File: src/rtl/axi4mm_lite_csr_bank_pkg.sv
// ---------------------------------------------------------------------------
// axi4mm_lite_csr_bank_pkg
//
// Shared AXI4-Lite types and helpers for the CSR bank:
//   axi_resp_t / axi_prot_t  : response and protection field types
//   OKAY / SLVERR            : response encodings used by the bank
//   csr_wstate_t             : write-path FSM states (W_IDLE, W_RESP)
//   csr_rstate_t             : read-path FSM states (R_IDLE, R_DATA)
//   strb_merge()             : byte-strobe merge of a new word over an old one
// ---------------------------------------------------------------------------
package axi4mm_lite_csr_bank_pkg;

   typedef logic [1:0] axi_resp_t;
   typedef logic [2:0] axi_prot_t;

   localparam axi_resp_t OKAY   = 2'b00;
   localparam axi_resp_t SLVERR = 2'b10;

   typedef enum logic [0:0] {
      W_IDLE = 1'b0,
      W_RESP = 1'b1
   } csr_wstate_t;

   typedef enum logic [0:0] {
      R_IDLE = 1'b0,
      R_DATA = 1'b1
   } csr_rstate_t;

   // Works on the widest supported word (64 bits / 8 strobes); callers
   // zero-extend narrower words and truncate the result back.
   function automatic logic [63:0] strb_merge(input logic [63:0] old_word,
                                              input logic [63:0] new_word,
                                              input logic [7:0]  strb);
      logic [63:0] merged;
      merged = old_word;
      for (int b = 0; b < 8; b++) begin
         if (strb[b]) merged[b*8 +: 8] = new_word[b*8 +: 8];
      end
      return merged;
   endfunction

endpackage

File: src/rtl/axi4mm_lite_csr_bank_if.sv
// ---------------------------------------------------------------------------
// axi4mm_lite_csr_bank_if
//
// AXI4-Lite bus bundle between a manager and the CSR bank.
//   Parameters : ADDR_WIDTH (byte address width), DATA_WIDTH (32 or 64)
//   Channels   : AW (s_awaddr/s_awprot/s_awvalid/s_awready)
//                W  (s_wdata/s_wstrb/s_wvalid/s_wready)
//                B  (s_bresp/s_bvalid/s_bready)
//                AR (s_araddr/s_arprot/s_arvalid/s_arready)
//                R  (s_rdata/s_rresp/s_rvalid/s_rready)
//   Modports   : master (drives requests), slave (drives readies/responses)
//
// Handshake: a beat transfers on a rising clk edge where both valid and
// ready are high. Once valid is raised the sender holds it and the payload
// stable until that edge; ready may change freely and never waits on a
// later valid of the same channel.
// ---------------------------------------------------------------------------
interface axi4mm_lite_csr_bank_if #(
   parameter int ADDR_WIDTH = 8,
   parameter int DATA_WIDTH = 32
) ();
   import axi4mm_lite_csr_bank_pkg::*;

   logic [ADDR_WIDTH-1:0]   s_awaddr;
   axi_prot_t               s_awprot;
   logic                    s_awvalid;
   logic                    s_awready;

   logic [DATA_WIDTH-1:0]   s_wdata;
   logic [DATA_WIDTH/8-1:0] s_wstrb;
   logic                    s_wvalid;
   logic                    s_wready;

   axi_resp_t               s_bresp;
   logic                    s_bvalid;
   logic                    s_bready;

   logic [ADDR_WIDTH-1:0]   s_araddr;
   axi_prot_t               s_arprot;
   logic                    s_arvalid;
   logic                    s_arready;

   logic [DATA_WIDTH-1:0]   s_rdata;
   axi_resp_t               s_rresp;
   logic                    s_rvalid;
   logic                    s_rready;

   modport master (
      output s_awaddr, s_awprot, s_awvalid, input  s_awready,
      output s_wdata,  s_wstrb,  s_wvalid,  input  s_wready,
      input  s_bresp,  s_bvalid, output s_bready,
      output s_araddr, s_arprot, s_arvalid, input  s_arready,
      input  s_rdata,  s_rresp,  s_rvalid,  output s_rready
   );

   modport slave (
      input  s_awaddr, s_awprot, s_awvalid, output s_awready,
      input  s_wdata,  s_wstrb,  s_wvalid,  output s_wready,
      output s_bresp,  s_bvalid, input  s_bready,
      input  s_araddr, s_arprot, s_arvalid, output s_arready,
      output s_rdata,  s_rresp,  s_rvalid,  input  s_rready
   );

endinterface

File: src/rtl/axi4mm_lite_csr_wr_capture.sv
// ---------------------------------------------------------------------------
// axi4mm_lite_csr_wr_capture
//
// Independent AW / W hold registers that join into one write request.
//   clk, reset          : clock, async active-high reset
//   accept_en           : write path may take new beats (bank idle, out of reset)
//   clear               : request consumed this edge; drop both holds
//   awaddr/awvalid/awready : AW channel
//   wdata/wstrb/wvalid/wready : W channel
//   join_valid          : both halves held (registered)
//   join_addr/data/strb : held request payload
// ---------------------------------------------------------------------------
module axi4mm_lite_csr_wr_capture #(
   parameter int ADDR_WIDTH = 8,
   parameter int DATA_WIDTH = 32
) (
   input  logic                    clk,
   input  logic                    reset,
   input  logic                    accept_en,
   input  logic                    clear,
   input  logic [ADDR_WIDTH-1:0]   awaddr,
   input  logic                    awvalid,
   output logic                    awready,
   input  logic [DATA_WIDTH-1:0]   wdata,
   input  logic [DATA_WIDTH/8-1:0] wstrb,
   input  logic                    wvalid,
   output logic                    wready,
   output logic                    join_valid,
   output logic [ADDR_WIDTH-1:0]   join_addr,
   output logic [DATA_WIDTH-1:0]   join_data,
   output logic [DATA_WIDTH/8-1:0] join_strb
);

   logic                    aw_held_q, aw_held_d;
   logic                    w_held_q,  w_held_d;
   logic [ADDR_WIDTH-1:0]   addr_q,    addr_d;
   logic [DATA_WIDTH-1:0]   data_q,    data_d;
   logic [DATA_WIDTH/8-1:0] strb_q,    strb_d;

   logic aw_fire;
   logic w_fire;

   // Each channel stalls only on its own hold slot.
   assign awready = accept_en && !aw_held_q;
   assign wready  = accept_en && !w_held_q;
   assign aw_fire = awready && awvalid;
   assign w_fire  = wready && wvalid;

   always_comb begin
      aw_held_d = aw_held_q;
      w_held_d  = w_held_q;
      addr_d    = addr_q;
      data_d    = data_q;
      strb_d    = strb_q;
      if (clear) begin
         aw_held_d = 1'b0;
         w_held_d  = 1'b0;
      end
      if (aw_fire) begin
         aw_held_d = 1'b1;
         addr_d    = awaddr;
      end
      if (w_fire) begin
         w_held_d = 1'b1;
         data_d   = wdata;
         strb_d   = wstrb;
      end
   end

   always_ff @(posedge clk or posedge reset) begin
      if (reset) begin
         aw_held_q <= 1'b0;
         w_held_q  <= 1'b0;
         addr_q    <= '0;
         data_q    <= '0;
         strb_q    <= '0;
      end else begin
         aw_held_q <= aw_held_d;
         w_held_q  <= w_held_d;
         addr_q    <= addr_d;
         data_q    <= data_d;
         strb_q    <= strb_d;
      end
   end

   assign join_valid = aw_held_q && w_held_q;
   assign join_addr  = addr_q;
   assign join_data  = data_q;
   assign join_strb  = strb_q;

endmodule

File: src/rtl/axi4mm_lite_csr_bank.sv
// ---------------------------------------------------------------------------
// axi4mm_lite_csr_bank
//
// AXI4-Lite subordinate register bank of NUM_REGS words. Control registers
// are software-written and drive hw_ctrl; registers flagged in RO_MASK are
// read-only and return the matching hw_status slice.
//
// Ports:
//   clk, reset   : single clock, async active-high reset (sync release)
//   s            : AXI4-Lite slave modport (AW, W, B, AR, R channels)
//   hw_ctrl      : control register contents, reg i at [i*DATA_WIDTH +: DATA_WIDTH]
//                  (read-only slots drive 0)
//   hw_status    : status inputs, only RO_MASK slots are used
//   hw_wpulse    : one-cycle pulse per register after an OKAY write
//                  (present only when PIRADIP_AXIL_CSR_WPULSE_EN is defined)
//   dbg_wstate   : write FSM state
//   dbg_rstate   : read FSM state
//
// Optional feature macro: PIRADIP_AXIL_CSR_WPULSE_EN
// ---------------------------------------------------------------------------
module axi4mm_lite_csr_bank
   import axi4mm_lite_csr_bank_pkg::*;
#(
   parameter int                    ADDR_WIDTH = 8,
   parameter int                    DATA_WIDTH = 32,
   parameter int                    NUM_REGS   = 16,
   parameter logic [NUM_REGS-1:0]   RO_MASK    = '0,
   parameter logic [DATA_WIDTH-1:0] RESET_VAL  = '0
) (
   input  logic                             clk,
   input  logic                             reset,
   axi4mm_lite_csr_bank_if.slave            s,
   output logic [NUM_REGS*DATA_WIDTH-1:0]   hw_ctrl,
   input  logic [NUM_REGS*DATA_WIDTH-1:0]   hw_status,
`ifdef PIRADIP_AXIL_CSR_WPULSE_EN
   output logic [NUM_REGS-1:0]              hw_wpulse,
`endif
   output csr_wstate_t                      dbg_wstate,
   output csr_rstate_t                      dbg_rstate
);

   localparam int STRB_W   = DATA_WIDTH / 8;
   localparam int BYTE_OFF = $clog2(STRB_W);
   localparam int IDX_W    = ADDR_WIDTH - BYTE_OFF;

   csr_wstate_t wstate_q, wstate_d;
   csr_rstate_t rstate_q, rstate_d;

   // Low until the first edge after reset release, so all readies start at 0.
   logic live_q, live_d;

   logic [NUM_REGS-1:0][DATA_WIDTH-1:0] ctrl_q, ctrl_d;
   axi_resp_t                           bresp_q, bresp_d;
   axi_resp_t                           rresp_q, rresp_d;
   logic [DATA_WIDTH-1:0]               rdata_q, rdata_d;

   logic                  join_valid;
   logic [ADDR_WIDTH-1:0] join_addr;
   logic [DATA_WIDTH-1:0] join_data;
   logic [STRB_W-1:0]     join_strb;

   logic                  wr_accept_en;
   logic                  commit;
   logic                  bvalid;
   logic                  arready;
   logic                  rvalid;
   logic                  ar_fire;

   logic [IDX_W-1:0]      wr_idx;
   logic [IDX_W-1:0]      rd_idx;
   logic [NUM_REGS-1:0]   wr_hit;
   logic [NUM_REGS-1:0]   rd_hit;
   logic                  wr_okay;

   // ---------------------------------------------------------------------
   // AW / W capture and join
   // ---------------------------------------------------------------------
   axi4mm_lite_csr_wr_capture #(
      .ADDR_WIDTH (ADDR_WIDTH),
      .DATA_WIDTH (DATA_WIDTH)
   ) u_wr_capture (
      .clk        (clk),
      .reset      (reset),
      .accept_en  (wr_accept_en),
      .clear      (commit),
      .awaddr     (s.s_awaddr),
      .awvalid    (s.s_awvalid),
      .awready    (s.s_awready),
      .wdata      (s.s_wdata),
      .wstrb      (s.s_wstrb),
      .wvalid     (s.s_wvalid),
      .wready     (s.s_wready),
      .join_valid (join_valid),
      .join_addr  (join_addr),
      .join_data  (join_data),
      .join_strb  (join_strb)
   );

   // ---------------------------------------------------------------------
   // Address decode: one-hot hit vectors; an out-of-range index hits nothing
   // ---------------------------------------------------------------------
   assign wr_idx = join_addr[ADDR_WIDTH-1:BYTE_OFF];
   assign rd_idx = s.s_araddr[ADDR_WIDTH-1:BYTE_OFF];

   always_comb begin
      wr_hit = '0;
      rd_hit = '0;
      for (int i = 0; i < NUM_REGS; i++) begin
         wr_hit[i] = (32'(wr_idx) == i);
         rd_hit[i] = (32'(rd_idx) == i);
      end
   end

   assign wr_okay = |(wr_hit & ~RO_MASK);

   // ---------------------------------------------------------------------
   // Write FSM
   // ---------------------------------------------------------------------
   always_ff @(posedge clk or posedge reset) begin
      if (reset) wstate_q <= W_IDLE;
      else       wstate_q <= wstate_d;
   end

   always_comb begin
      wstate_d = wstate_q;
      case (wstate_q)
         W_IDLE:  if (join_valid) wstate_d = W_RESP;
         W_RESP:  if (s.s_bready) wstate_d = W_IDLE;
         default: wstate_d = W_IDLE;
      endcase
   end

   always_comb begin
      wr_accept_en = 1'b0;
      commit       = 1'b0;
      bvalid       = 1'b0;
      case (wstate_q)
         W_IDLE: begin
            wr_accept_en = live_q;
            commit       = join_valid;
         end
         W_RESP:  bvalid = 1'b1;
         default: ;
      endcase
   end

   // ---------------------------------------------------------------------
   // Read FSM
   // ---------------------------------------------------------------------
   always_ff @(posedge clk or posedge reset) begin
      if (reset) rstate_q <= R_IDLE;
      else       rstate_q <= rstate_d;
   end

   always_comb begin
      rstate_d = rstate_q;
      case (rstate_q)
         R_IDLE:  if (ar_fire) rstate_d = R_DATA;
         R_DATA:  if (s.s_rready) rstate_d = R_IDLE;
         default: rstate_d = R_IDLE;
      endcase
   end

   always_comb begin
      arready = 1'b0;
      rvalid  = 1'b0;
      case (rstate_q)
         R_IDLE:  arready = live_q;
         R_DATA:  rvalid  = 1'b1;
         default: ;
      endcase
   end

   assign ar_fire = arready && s.s_arvalid;

   // ---------------------------------------------------------------------
   // Register file, responses and read data
   // ---------------------------------------------------------------------
   always_comb begin
      live_d  = 1'b1;
      ctrl_d  = ctrl_q;
      bresp_d = bresp_q;
      if (commit) begin
         bresp_d = wr_okay ? OKAY : SLVERR;
         for (int i = 0; i < NUM_REGS; i++) begin
            if (wr_hit[i] && !RO_MASK[i]) begin
               ctrl_d[i] = DATA_WIDTH'(strb_merge(64'(ctrl_q[i]), 64'(join_data),
                                                  8'(join_strb)));
            end
         end
      end
   end

   // The read samples ctrl_q, so a write committing at the same edge is
   // not yet visible: the read returns the pre-write value.
   always_comb begin
      rdata_d = rdata_q;
      rresp_d = rresp_q;
      if (ar_fire) begin
         rdata_d = '0;
         rresp_d = (|rd_hit) ? OKAY : SLVERR;
         for (int i = 0; i < NUM_REGS; i++) begin
            if (rd_hit[i]) begin
               rdata_d = RO_MASK[i] ? hw_status[i*DATA_WIDTH +: DATA_WIDTH] : ctrl_q[i];
            end
         end
      end
   end

   always_ff @(posedge clk or posedge reset) begin
      if (reset) begin
         live_q  <= 1'b0;
         ctrl_q  <= {NUM_REGS{RESET_VAL}};
         bresp_q <= OKAY;
         rresp_q <= OKAY;
         rdata_q <= '0;
      end else begin
         live_q  <= live_d;
         ctrl_q  <= ctrl_d;
         bresp_q <= bresp_d;
         rresp_q <= rresp_d;
         rdata_q <= rdata_d;
      end
   end

`ifdef PIRADIP_AXIL_CSR_WPULSE_EN
   logic [NUM_REGS-1:0] wpulse_q, wpulse_d;

   // Fires on every OKAY commit, including an all-zero strobe.
   always_comb begin
      wpulse_d = '0;
      if (commit) wpulse_d = wr_hit & ~RO_MASK;
   end

   always_ff @(posedge clk or posedge reset) begin
      if (reset) wpulse_q <= '0;
      else       wpulse_q <= wpulse_d;
   end

   assign hw_wpulse = wpulse_q;
`endif

   // ---------------------------------------------------------------------
   // Outputs
   // ---------------------------------------------------------------------
   always_comb begin
      hw_ctrl = '0;
      for (int i = 0; i < NUM_REGS; i++) begin
         hw_ctrl[i*DATA_WIDTH +: DATA_WIDTH] = RO_MASK[i] ? '0 : ctrl_q[i];
      end
   end

   assign s.s_bvalid  = bvalid;
   assign s.s_bresp   = bresp_q;
   assign s.s_arready = arready;
   assign s.s_rvalid  = rvalid;
   assign s.s_rresp   = rresp_q;
   assign s.s_rdata   = rdata_q;

   assign dbg_wstate = wstate_q;
   assign dbg_rstate = rstate_q;

   // Protection bits, byte-offset bits and non-status hw_status slots
   // carry no meaning for this bank.
   logic unused_bits;
   assign unused_bits = ^{s.s_awprot, s.s_arprot, s.s_araddr[BYTE_OFF-1:0],
                          join_addr[BYTE_OFF-1:0], hw_status};

endmodule

File: src/flat_wrapper.sv
// flat-port wrapper written by rule: the top's interface ports become plain ports
module axi4mm_lite_csr_bank_flat import axi4mm_lite_csr_bank_pkg::*;
#(
   parameter int                    ADDR_WIDTH = 8,
   parameter int                    DATA_WIDTH = 32,
   parameter int                    NUM_REGS   = 16,
   parameter logic [NUM_REGS-1:0]   RO_MASK    = '0,
   parameter logic [DATA_WIDTH-1:0] RESET_VAL  = '0
)
  (clk, reset, hw_ctrl, hw_status, dbg_wstate, dbg_rstate, s_s_awaddr, s_s_awprot, s_s_awvalid, s_s_awready, s_s_wdata, s_s_wstrb, s_s_wvalid, s_s_wready, s_s_bresp, s_s_bvalid, s_s_bready, s_s_araddr, s_s_arprot, s_s_arvalid, s_s_arready, s_s_rdata, s_s_rresp, s_s_rvalid, s_s_rready);
  axi4mm_lite_csr_bank_if #(.ADDR_WIDTH(ADDR_WIDTH), .DATA_WIDTH(DATA_WIDTH)) s_i ();
  input  logic clk;
  input  logic reset;
  output logic [NUM_REGS*DATA_WIDTH-1:0] hw_ctrl;
  input  logic [NUM_REGS*DATA_WIDTH-1:0] hw_status;
  output csr_wstate_t dbg_wstate;
  output csr_rstate_t dbg_rstate;
  input wire logic [$bits(s_i.s_awaddr)-1:0] s_s_awaddr;
  input wire logic [$bits(s_i.s_awprot)-1:0] s_s_awprot;
  input wire logic [$bits(s_i.s_awvalid)-1:0] s_s_awvalid;
  output wire logic [$bits(s_i.s_awready)-1:0] s_s_awready;
  input wire logic [$bits(s_i.s_wdata)-1:0] s_s_wdata;
  input wire logic [$bits(s_i.s_wstrb)-1:0] s_s_wstrb;
  input wire logic [$bits(s_i.s_wvalid)-1:0] s_s_wvalid;
  output wire logic [$bits(s_i.s_wready)-1:0] s_s_wready;
  output wire logic [$bits(s_i.s_bresp)-1:0] s_s_bresp;
  output wire logic [$bits(s_i.s_bvalid)-1:0] s_s_bvalid;
  input wire logic [$bits(s_i.s_bready)-1:0] s_s_bready;
  input wire logic [$bits(s_i.s_araddr)-1:0] s_s_araddr;
  input wire logic [$bits(s_i.s_arprot)-1:0] s_s_arprot;
  input wire logic [$bits(s_i.s_arvalid)-1:0] s_s_arvalid;
  output wire logic [$bits(s_i.s_arready)-1:0] s_s_arready;
  output wire logic [$bits(s_i.s_rdata)-1:0] s_s_rdata;
  output wire logic [$bits(s_i.s_rresp)-1:0] s_s_rresp;
  output wire logic [$bits(s_i.s_rvalid)-1:0] s_s_rvalid;
  input wire logic [$bits(s_i.s_rready)-1:0] s_s_rready;
  assign s_i.s_awaddr = s_s_awaddr;
  assign s_i.s_awprot = s_s_awprot;
  assign s_i.s_awvalid = s_s_awvalid;
  assign s_s_awready = s_i.s_awready;
  assign s_i.s_wdata = s_s_wdata;
  assign s_i.s_wstrb = s_s_wstrb;
  assign s_i.s_wvalid = s_s_wvalid;
  assign s_s_wready = s_i.s_wready;
  assign s_s_bresp = s_i.s_bresp;
  assign s_s_bvalid = s_i.s_bvalid;
  assign s_i.s_bready = s_s_bready;
  assign s_i.s_araddr = s_s_araddr;
  assign s_i.s_arprot = s_s_arprot;
  assign s_i.s_arvalid = s_s_arvalid;
  assign s_s_arready = s_i.s_arready;
  assign s_s_rdata = s_i.s_rdata;
  assign s_s_rresp = s_i.s_rresp;
  assign s_s_rvalid = s_i.s_rvalid;
  assign s_i.s_rready = s_s_rready;
  axi4mm_lite_csr_bank #(.ADDR_WIDTH(ADDR_WIDTH), .DATA_WIDTH(DATA_WIDTH), .NUM_REGS(NUM_REGS), .RO_MASK(RO_MASK), .RESET_VAL(RESET_VAL)) u_core (.clk(clk), .reset(reset), .s(s_i), .hw_ctrl(hw_ctrl), .hw_status(hw_status), .dbg_wstate(dbg_wstate), .dbg_rstate(dbg_rstate));
endmodule
File: config.mk
export PLATFORM = sky130hd
export DESIGN_NAME = axi4mm_lite_csr_bank_flat
export DESIGN_NICKNAME = d
export VERILOG_FILES = /design/src/rtl/axi4mm_lite_csr_bank_pkg.sv /design/src/rtl/axi4mm_lite_csr_bank_if.sv /design/src/rtl/axi4mm_lite_csr_wr_capture.sv /design/src/rtl/axi4mm_lite_csr_bank.sv /design/src/flat_wrapper.sv
export SDC_FILE = /design/constraint.sdc
export NUM_CORES = 1
export LEC_CHECK = 0
export CORE_AREA = 10 10 434 436
export DETAILED_ROUTE_END_ITERATION = 10
export DIE_AREA = 0 0 444 446
export GPL_ROUTABILITY_DRIVEN = 0
export SETUP_SLACK_MARGIN = 0.1
export SLEW_MARGIN = 20
export SYNTH_ARGS = -nofsm -noshare
export SYNTH_HDL_FRONTEND = slang
export SYNTH_SLANG_ARGS = --single-unit
File: constraint.sdc
create_clock -name clk -period 17.85 [get_ports clk]
set_input_delay 2.6775 -clock clk [delete_from_list [all_inputs] [get_ports clk]]
set_output_delay 2.6775 -clock clk [all_outputs]
set_load 0.03 [all_outputs]
==> flow_summary_export.csv <==
group,metric,value,unit
die,die_y,446,um
run,cap_violations,0,
hold_path,hold_end,"u_core.s.s_rdata[17]$_DFFE_PP0P_",
critical_path,r2r_cells,5,
pwr,total_power,0.00538,W
placed_design,hpwl,132000,um
clock_tree,clk_pin_slew,0.06,ns
critical_path,cp_max_fo,16,
clock_tree,clock_path_buffers,3,
critical_path,arrival,6.86,ns
timing,rsz0062_at_grt,"false",
grt,overflow,0,
drt,drc,0,
drt,viasPerCell,4.34,
synth,ys.flop_type,"dfrtp_1",
synth,ys_async_sr_fraction,100,%
placed_design,post-place-ws,10.90,ns
synth,yosys-mux-area-fraction,25.2,%
critical_path,rrSetupSlack,14.21,ns
clock_tree,cts_root_buffer,"clkbuf_16",
timing,skew,0.0300,ns
synth,synth-simple-area-share,7.09,%
critical_path,path_cells,"clkdlybuf4s50_1 > nor4bb_4 > buf_4 > nand3_1 > o22ai_1 > or3_1 > a2111oi_2 > a21o_1",
synth,synthAdderAreaFrac,0,%
pwr,combPwrFrac,31.5,%
hold_path,min_from,"u_core.s.s_rdata[17]$_DFFE_PP0P_",
finish,fin_area,38700,um^2
pwr,power.share.switching,39.7,%
pwr,p_clk_share,29.6,%
finish,area_growth_syn_to_layout,43.0,%
placed_design,io_buffers,607,
finish,final_nets,3382,
die,fp.dieArea,198000,um^2
timing,fin_crit_sh,35.2,%
timing,fin_crit,6.29,ns
clock_tree,h-tree-depth,3,
synth,synth_cells,2199,
clock_tree,cts_resized,0,
outcome,status,"finished clean",
synth,synth_compound_area_share,10.4,%
clock_tree,cts_buffers,72,
drt,vias,22800,
clock_tree,post_cts_buffers,0,
timing,setup_violations,0,
finish,drive_gt1_share,27.6,%
timing,worst_pin_slew,1.20,ns
drt,drt_pass1_iterations,6,
hold_path,holdPathStages,2,
die,rows,156,
synth,ys_ff_latch,593,
timing,final_hold_viol_count,0,
grt,grt_pass1_vias,22900,
timing,clock.fmax,159,MHz
pwr,p_leak,16.7,nW
drt,postRouteAntennaNets,0,
synth,synth_edf_count,0,
clock_tree,holdBufCountCts,0,
grt,antenna_found_initial,25,
synth,synth_xor_area_share,0,%
pwr,p_int,0.00324,W
synth,ys_types,64,
critical_path,cp-end-kind,"register",
drt,wl_per_cell,33.4,um
timing,setup_slack,11.56,ns
synth,seq_area_frac_synth,54.8,%
critical_path,rr_endpoint,"u_core.hw_ctrl[25]$_DFFE_PP0P_",
finish,fill_cells,19300,
clock_tree,worstSkewPairLatency,0.70,ns
timing,setup_tns,0,ns
die,pin_count,1132,
pwr,power.switching,0.00214,W
timing,final_max_slew_viol_count,0,
pwr,power-per-cell-area,139,nW/um^2
pwr,sequentialPowerShare,38.9,%
synth,synth_top_family_by_area,"multiplexers",
clock_tree,cts_sinks,593,
critical_path,slowest_stage,"nor4bb_4",
critical_path,start_kind,"input pin",
critical_path,worstSetupPathType,"input pin to register",
hold_path,hp-class,"register to register",
clock_tree,cts_tree,"yes",
synth,yosysWarnings,0,
placed_design,placed_cell_area,36200,um^2
grt,grt_pass1_wl,227000,um
critical_path,reg2reg_from,"u_core.u_wr_capture.join_addr[2]$_DFFE_PP0P_",
critical_path,critPathRequiredTime,18.42,ns
critical_path,cp_top_family,"simple AND/OR/NAND/NOR gates",
grt,grtUsageTotal,16.9,%
pwr,irDropWorstVdd,0.0698,mV
critical_path,cpPeakStageDelay,0.98,ns
grt,grt_max_degree,80,
synth,syn_area_per_cell,12.3,um^2
critical_path,path_buf_inv,2,
timing,relSlewSlack,19.8,%
drt,wl,175000,um
die,core,180000,um^2
die,dieWidth,444,um
drt,initialDrtViolationCount,2181,
die,start_util,15.1,%
synth,synth_area,27100,um^2
## final cells by class
cell class	count	area (um^2)	area share [%]
tap	2370	2970	7.66
multi-input combinational	1453	11700	30.3
clock buffer	107	2110	5.46
sequential	593	14800	38.3
inverter	9	37.5	0.0969
clock inverter	24	420	1.09
antenna	14	35.0	0.0904
timing repair buffer	676	6600	17.0
## worst register-to-register path: stages (launching register included)
cell and delay, ns:
dfrtp_1 0.50, nor3_2 0.56, nand2b_1 0.20, nor3_1 0.82, nand2_1 0.90, mux2_2 0.54
## synthesized netlist by cell type, drive strengths merged (11+ instances only)
| cell type | number | area (um^2) |
|---|---|---|
| buf | 57 | 307 |
| a32oi | 15 | 131 |
| o21ai | 80 | 404 |
| a21boi | 16 | 120 |
| o211ai | 12 | 90.1 |
| nor2 | 123 | 492 |
| clkbuf | 88 | 330 |
| a221o | 13 | 130 |
| a22oi | 36 | 270 |
| o2bb2ai | 13 | 114 |
| nand2 | 139 | 529 |
| nand4 | 17 | 106 |
| a21o | 11 | 82.6 |
| mux2 | 556 | 6260 |
| o221ai | 22 | 193 |
| nor3 | 34 | 170 |
| o22ai | 54 | 338 |
| mux2i | 51 | 510 |
| dfrtp | 593 | 14800 |
| a21oi | 116 | 581 |
| nand3 | 53 | 265 |
| or3 | 15 | 93.8 |
## power by group through the flow
stage / logic (W) / registers [W] / clock network, W
3_5_place_dp: 0.00172 / 0.00211 / 0
6_report: 0.00170 / 0.00209 / 0.00159
4_1_cts: 0.00172 / 0.00208 / 0.00163
5_1_grt: 0.00176 / 0.00214 / 0.00168
3_3_place_gp: 0.00171 / 0.00209 / 0
2_1_floorplan: 0.000487 / 0.00235 / 0
## registers in the layout, indices dropped and copies added, names as in the netlist
signal,cells
u_core.s.s_rresp,1
u_core.u_wr_capture.join_strb,4
u_core.live_q,1
u_core.hw_ctrl,512
u_core.u_wr_capture.join_addr,6
u_core.s.s_bresp,1
u_core.s.s_rdata,32
u_core.dbg_wstate,1
u_core.u_wr_capture.join_data,32
u_core.u_wr_capture.aw_held_q,1
u_core.dbg_rstate,1
u_core.u_wr_capture.w_held_q,1
## layer usage
metal / vias up / part of all wire, % / track usage (%)
met1: 11900 / 34 / 17.6
met2: 1141 / 50 / 29.3
met5: - / 0.045 / 0
met3: 358 / 7.6 / 4.58
li1: 9383 / - / -
met4: 12 / 8.5 / 12.5
## logic make-up after synthesis
family / after synthesis
buffers and inverters: 154
other: 2
AO/OA/AOI/OAI: 424
flip-flops: 593
AND/OR/NAND/NOR: 416
multiplexers: 610
## worst max-delay path by stage
stage	from	endpoint	slack, ns	cells after the start
after CTS	reset	u_core.hw_ctrl[147]$_DFFE_PP0P_	11.66	6
after global routing	reset	u_core.hw_ctrl[147]$_DFFE_PP0P_	11.21	6
final	s_s_araddr[4]	u_core.s.s_rdata[9]$_DFFE_PP0P_	11.56	8
after detailed placement	reset	u_core.u_wr_capture.join_data[19]$_DFFE_PP0P_	10.90	6
after floorplan	reset	u_core.dbg_rstate$_DFF_PP0_	7.09	1
after global placement	reset	u_core.hw_ctrl[19]$_DFFE_PP0P_	10.94	6
## metrics by stage
stage	utilization [%]	std cells	hold WS, ns
after floorplan	-	2200	0.488
after global placement	20.1	5101	0.481
after detailed placement	20.1	5101	0.485
after CTS	21.5	5232	0.498
after global routing	21.5	5243	0.519
final	21.5	5246	0.489
## layout by cell type, fill, tap and decap left out, types with 12 or more instances in the layout
master and instances:
clkbuf_1 18, dfrtp_1 593, o221ai_1 22, mux2i_1 51
a32oi_1 15, a221o_1 13, nand3_1 52, o21ai_0 68
clkbuf_8 16, nor2_1 114, diode_2 14, o22ai_1 54
o2bb2ai_1 13, a22oi_1 36, o211ai_1 12, clkbuf_16 73
nand4_1 17, or3_1 15, nor3_1 33, nand2_1 132
mux2_2 556, clkdlybuf4s50_1 605, buf_4 69, a21boi_0 16
a21oi_1 114
Note: power is estimated with default switching activity, not from simulation.
